===== src/rtl/pipe_stage_skid.sv =====
// Pipeline stage register with optional 1-entry skid, NOP insertion and flush; latency 1 cycle.
// Backpressure: in_rdy registered (!skid valid) when SKID=1, combinational (!M.v | out_rdy) when SKID=0.
module pipe_stage_skid #(
    parameter int              DW           = 128,
    parameter int              SW           = 32,
    parameter logic [DW-1:0]   NOP_VAL      = '0,
    parameter int              SKID         = 1,
    parameter int              FLUSH_BUBBLE = 1,
    parameter int              SIDE_FOLLOW  = 0
) (
    input  logic          clk,
    input  logic          cpurst,
    input  logic          in_vld,
    output logic          in_rdy,
    input  logic [DW-1:0] in_data,
    input  logic [SW-1:0] in_side,
    input  logic          bubble,
    input  logic          flush,
    output logic          out_vld,
    input  logic          out_rdy,
    output logic [DW-1:0] out_data,
    output logic [SW-1:0] out_side,
    output logic          out_bub,
    output logic [1:0]    occ
);

    logic          m_v, s_v;
    logic [DW-1:0] m_data, s_data;
    logic [SW-1:0] m_side, s_side;
    logic          m_bub, s_bub;
    logic [SW-1:0] side_q;

    logic          deq, enq;
    logic [DW-1:0] e_data;

    assign in_rdy   = (SKID != 0) ? !s_v : (!m_v || out_rdy);
    assign deq      = m_v && out_rdy;
    assign enq      = in_rdy && (in_vld || bubble);
    // A bubble enqueues a NOP and leaves in_data pending upstream.
    assign e_data   = bubble ? NOP_VAL : in_data;

    assign out_vld  = m_v;
    assign out_data = m_data;
    assign out_bub  = m_bub;
    assign out_side = (SIDE_FOLLOW != 0) ? m_side : side_q;
    assign occ      = {1'b0, m_v} + {1'b0, s_v};

    always_ff @(posedge clk) begin
        if (cpurst) begin
            m_v    <= 1'b0;
            m_data <= NOP_VAL;
            m_side <= '0;
            m_bub  <= 1'b0;
            s_v    <= 1'b0;
            s_data <= NOP_VAL;
            s_side <= '0;
            s_bub  <= 1'b0;
            side_q <= '0;
        end else begin
            side_q <= in_side;
            if (flush) begin
                s_v    <= 1'b0;
                m_v    <= (FLUSH_BUBBLE != 0);
                m_data <= NOP_VAL;
                m_side <= in_side;
                m_bub  <= 1'b1;
            end else if (deq && s_v) begin
                m_v    <= 1'b1;
                m_data <= s_data;
                m_side <= s_side;
                m_bub  <= s_bub;
                s_v    <= enq;
                if (enq) begin
                    s_data <= e_data;
                    s_side <= in_side;
                    s_bub  <= bubble;
                end
            end else if (enq && (!m_v || deq)) begin
                m_v    <= 1'b1;
                m_data <= e_data;
                m_side <= in_side;
                m_bub  <= bubble;
            end else if (enq && (SKID != 0)) begin
                // Head is stalled: park the new entry in the skid slot.
                s_v    <= 1'b1;
                s_data <= e_data;
                s_side <= in_side;
                s_bub  <= bubble;
            end else if (deq) begin
                m_v <= 1'b0;
            end
        end
    end

endmodule


===== config.mk =====
export PLATFORM = sky130hd
export DESIGN_NAME = pipe_stage_skid
export DESIGN_NICKNAME = d
export VERILOG_FILES = /design/src/rtl/pipe_stage_skid.sv
export SDC_FILE = /design/constraint.sdc
export NUM_CORES = 1
export LEC_CHECK = 0
export CAP_MARGIN = 20
export CORE_AREA = 3 3 195 197
export CTS_CLUSTER_DIAMETER = 200
export DETAILED_ROUTE_END_ITERATION = 7
export DIE_AREA = 0 0 198 200
export GPL_TIMING_DRIVEN = 0
export PLACE_DENSITY = 0.66
export SYNTH_ARGS = -nofsm -noshare
export SYNTH_HDL_FRONTEND = slang
export SYNTH_SLANG_ARGS = --single-unit
export TNS_END_PERCENT = 100

===== constraint.sdc =====
create_clock -name clk -period 1.6 [get_ports clk]
set_input_delay 0.16 -clock clk [delete_from_list [all_inputs] [get_ports clk]]
set_output_delay 0.16 -clock clk [all_outputs]
set_load 0.01 [all_outputs]

; ---- Word-level counts from Yosys, hierarchy flattened
; Index checks and enable logic that the tools add are counted.
[word_totals]
regBits = 292
elab_cells = 47
output_inout_bits = 165
in_bits = 166
[classes]
n_addsub = 1
mux = 20
n_reduce_logical = 16
eq_ne = 2
bitwise = 1
[ops]
columns = op, count
row1 = $mux 128, 6
row2 = $mux 1, 14
row3 = $reduce_and 2->1, 3
row4 = $logic_and 1x1->1, 4
row5 = $ne 4x2->1 const B, 1
row6 = $reduce_bool 2->1, 2
row7 = $reduce_bool 4->1, 1
row8 = $reduce_bool 3->1, 1
row9 = $add 1x1->2, 1
row10 = $logic_not 1->1, 2
row11 = $logic_or 1x1->1, 2
row12 = $ne 2x2->1 const B, 1
row13 = $reduce_or 2->1, 1
row14 = $not 1->1, 1

; ---- Longest topological paths before layout
[logic_depth]
word_depth = 6
mapped_depth = 6
ltp_nobuf = 3

; ---- Worst setup path after synthesis
; No wires, ideal clock.
[synth_path]
path_type = reg-to-reg
startpoint = register m_v, in the netlist out_vld
endpoint = register s_data[118]
t_arrival_ns = 1.369
path_slack_ns = 0.099
n_path_buf = 2
synth_period_minus_slack_ns = 1.501
required_ns = 1.468
setup_ns = 0.132
path_stages_with_launch = 6
cell_sequence = dfxtp_1 or3b_1 buf_2 buf_6 o21ai_1 a21oi_1
[synth_via]
elab_chain_len = 5
word_cells_on_any_way = 8
cone_classes = eq/ne: 1 / mux: 1 / reduce/logical: 6
[synth_rtl]
columns = element, line_no
row1 = "start, declared", 27  ; logic m_v, s_v;
row2 = "start signal, assigned", 63  ; m_v <= (FLUSH_BUBBLE != 0);
row3 = $logic_not 1->1 or $logic_and 1x1->1 (tied branches), "78, 37"
row4 = $logic_or 1x1->1, 78  ; end else if (enq && (!m_v || deq)) begin
row5 = $logic_and 1x1->1, 78
row6 = $ne 2x2->1 (no line), n/a
row7 = $reduce_and 2->1 (no line), n/a
row8 = "end signal, assigned", 74  ; s_data <= e_data;
row9 = "end signal, assigned", 86  ; s_data <= e_data;
row10 = "end, declared", 28  ; logic [DW-1:0] m_data, s_data;
; Several ways; a longest one is shown, not always the timed one.
; A chain may end at the register's enable or synchronous reset.

; ---- Worst setup path in the final report
[layout_path]
startpoint = input in_vld
endpoint = register m_data[85], in the netlist out_data[85]
[layout_via]
elab_chain_len = 4
[layout_rtl]
columns = element, line_no
row1 = "start, declared", 13  ; input logic in_vld,
row2 = $logic_or 1x1->1, 38  ; assign enq = in_rdy && (in_vld || bubble);
row3 = $logic_and 1x1->1, 38
row4 = $logic_and 1x1->1, 78
row5 = $reduce_bool 2->1 (no line), n/a
row6 = "end signal, assigned", 69  ; m_data <= s_data;
row7 = "end signal, assigned", 80  ; m_data <= e_data;
row8 = "end, declared", 28
; Every way passes these cells.

==> impl_metrics.ini <==
[sta]
fmax_mhz = 617
slew_headroom_pct = 41.8
finalWorstSetupSlack_ps = -20.3
worst_slew_pin_slew_ps = 873
hold_viol = 0
rsz0062_at_grt = true
min_period_ps = 1620
finalCritPeriodShare_pct = 101
skew_ps = 11.6
setup_viol = 8
maxSlewViolCount = 0

[clocking]
numCtsBuffers = 35
cts.sinks = 292
clk_path_buf_depth = 3
cts_hold_buf = 0
cts_htree_levels = 2
path_clk_slew_ps = 60
cts_root_buffer = clkbuf_16
clk_latency_ps = 510
cts_tree = done

[synthesis]
ys_types = 32
syn_nets = 1643
synth_cells = 1476
ys_ff_latch = 292
syn_area_per_cell_um2 = 8.59
yosys_warnings = 0
netlist_area_mm2 = 0.0127
yosysSeqAreaShare_pct = 46.1

[power]
peakVddDrop_mv = 0.852
p_leak_nw = 7.02
power_density_mw_per_mm2 = 968

[status]
outcome = complete, but fails checks
violations = negative setup slack

[die]
die_h_um = 200
rows = 70
coreArea_mm2 = 0.0364
dieArea_mm2 = 0.0396
fp.dieW_um = 198
ios = 331
start_util_pct = 34.8

[detailed_routing]
dr.pass1.iters = 7
vias = 13385
vias_per_cell = 5.71
initialDrtViolationCount = 1019
wirelength_mm = 48.4
wl_per_cell_um = 20.7
post-route-drc-count = 0
final_antenna_net_count = 0

[cells_and_area]
fill_cells = 3433
final_area_mm2 = 0.0187
syn_to_final_growth_pct = 47.9
layout_common_cells = dfxtp_1 (290), clkdlybuf4s50_1 (249), a21oi_1 (158), a31oi_1 (129)
drive_gt1_share_pct = 17.4
final_nets = 2016
final_common_cell = dfxtp_1

[worst_setup_path]
path_max_fanout = 10
r2r.worst_path.cells = 7
crit_type = primary input to register
required_ps = 2030
end_kind = register
cp-start-kind = primary input
worstPathArrival_ps = 2050

[grt]
gr-usage-met2_pct = 37.3
grt_start_max_net_pins = 13
grt_usage_pct = 23.0
met3_usage_pct = 5.44
grt_pass1_vias = 12804
grtUsageMet1_pct = 30.4
grt_overflow_total = 0
grt_pass1_wl_mm = 72.6
antenna_found_initial = 5
grt-busiest-layer = met2

[placement]
pre_cts_ws_ps = -925
placed_cell_area_mm2 = 0.0166
dp_hpwl_mm = 33.5
place.gp.congestion = 0.859
place.port_buffers = 329

[hold_path]
worstHoldPathType = primary input to register
min_path_cells = 2

[run]
maxCapViolCount = 0
registers in the layout, indices dropped and copies added, names as in the netlist:
register	flops
out_data	128
s_data	128
out_side	32
out_bub	1
out_vld	1
s_bub	1
s_v	1
path summary, 6_finish.rpt:
check                                 start           end  slack, ps
worst max-delay path                 in_vld  out_data[85]        -20
worst max register to register      out_vld  out_data[85]        -10
worst min-delay path             in_side[0]   out_side[0]        200
worst min register to register  s_data[115]   s_data[115]        460
synth_stat cells:
cell type | count | area share, %
clkbuf_1 | 82 | 2.4
nand4_1 | 99 | 4.9
nand2b_1 | 1 | 0.049
nand3_1 | 31 | 1.2
o21ai_0 | 78 | 3.1
nand2_1 | 100 | 3.0
nor3_1 | 1 | 0.039
buf_6 | 15 | 1.3
o21bai_4 | 1 | 0.15
a31oi_1 | 129 | 6.4
buf_2 | 87 | 3.4
buf_4 | 4 | 0.24
nand4b_1 | 99 | 6.8
o31ai_1 | 100 | 5.9
inv_1 | 5 | 0.15
clkbuf_2 | 1 | 0.039
a21oi_1 | 158 | 6.2
a221oi_1 | 1 | 0.069
a32oi_1 | 1 | 0.069
nor2b_1 | 62 | 3.1
nor2_1 | 2 | 0.059
and3_1 | 1 | 0.049
dfxtp_1 | 292 | 46
or3b_1 | 1 | 0.069
o211a_1 | 1 | 0.079
o21ai_1 | 111 | 4.4
nor2_4 | 1 | 0.089
nor3b_2 | 1 | 0.099
o21ba_2 | 1 | 0.079
buf_1 | 8 | 0.24
nor2b_2 | 1 | 0.069
ha_1 | 1 | 0.099
metrics by stage:
step / utilization (%) / TNS (ps) / hold slack, ps / instances / power [mW]
floorplan: - / 0 / 277 / 1476 / 8.71
global placement: 45.4 / -178060 / 448 / 2273 / 9.84
detailed placement: 45.4 / -187030 / 458 / 2273 / 9.86
CTS: 49.3 / -26.8 / 182 / 2339 / 18.1
global route: 51.4 / -3400 / 194 / 2344 / 18.7
finish: 51.4 / -44.1 / 200 / 2344 / 18.1
routing by layer:
| metal | wire (um) | vias up |
|---|---|---|
| li1 | - | 6309 |
| met1 | 20300 | 6404 |
| met2 | 22900 | 586 |
| met3 | 3990 | 80 |
| met4 | 1230 | 6 |
| met5 | 41 | - |
logic make-up (layout without fill, tap and decap cells):
logic type | count (synthesis) | count (layout) | synth area share, %
DFF | 292 | 292 | 46.1
AOI/OAI and AO/OA | 581 | 581 | 26.4
buffers and inverters | 202 | 600 | 7.86
adders and majority gates | 1 | 1 | 0.0987
and+or+nand+nor | 400 | 400 | 19.5
other | 0 | 2 | 0
worst max-delay path, stage by stage:
cell and delay [ps]:
clkdlybuf4s50_1 670, clkbuf_4 420, clkbuf_1 420, nand4_1 180, a31oi_1 200
where the power goes:
| group | switching [mW] | internal (mW) |
|---|---|---|
| Combinational | 1.35 | 1.06 |
| Sequential | 0.0880 | 7.44 |
| Clock | 3.15 | 5.06 |
| Total | 4.59 | 13.6 |
layout make-up:
cell class / instances / area [um2] / share of cell area, %
sequential: 292 / 5850 / 31.2
clock buffer: 58 / 1110 / 5.95
clock inverter: 4 / 70.1 / 0.374
antenna: 2 / 5.00 / 0.0267
inverter: 5 / 18.8 / 0.100
multi-input combinational: 982 / 6320 / 33.7
timing repair buffer: 336 / 3430 / 18.3
buffer: 197 / 1350 / 7.20
tap: 468 / 586 / 3.12
repair_timing:
action	CTS	global route
gates cloned	0	3
endpoints found under the setup margin	295	294
resized for setup	126	286
pin swaps	5	3
endpoints found under the hold margin	0	0
setup buffers	4	0
(Power assumes the default switching activity.)
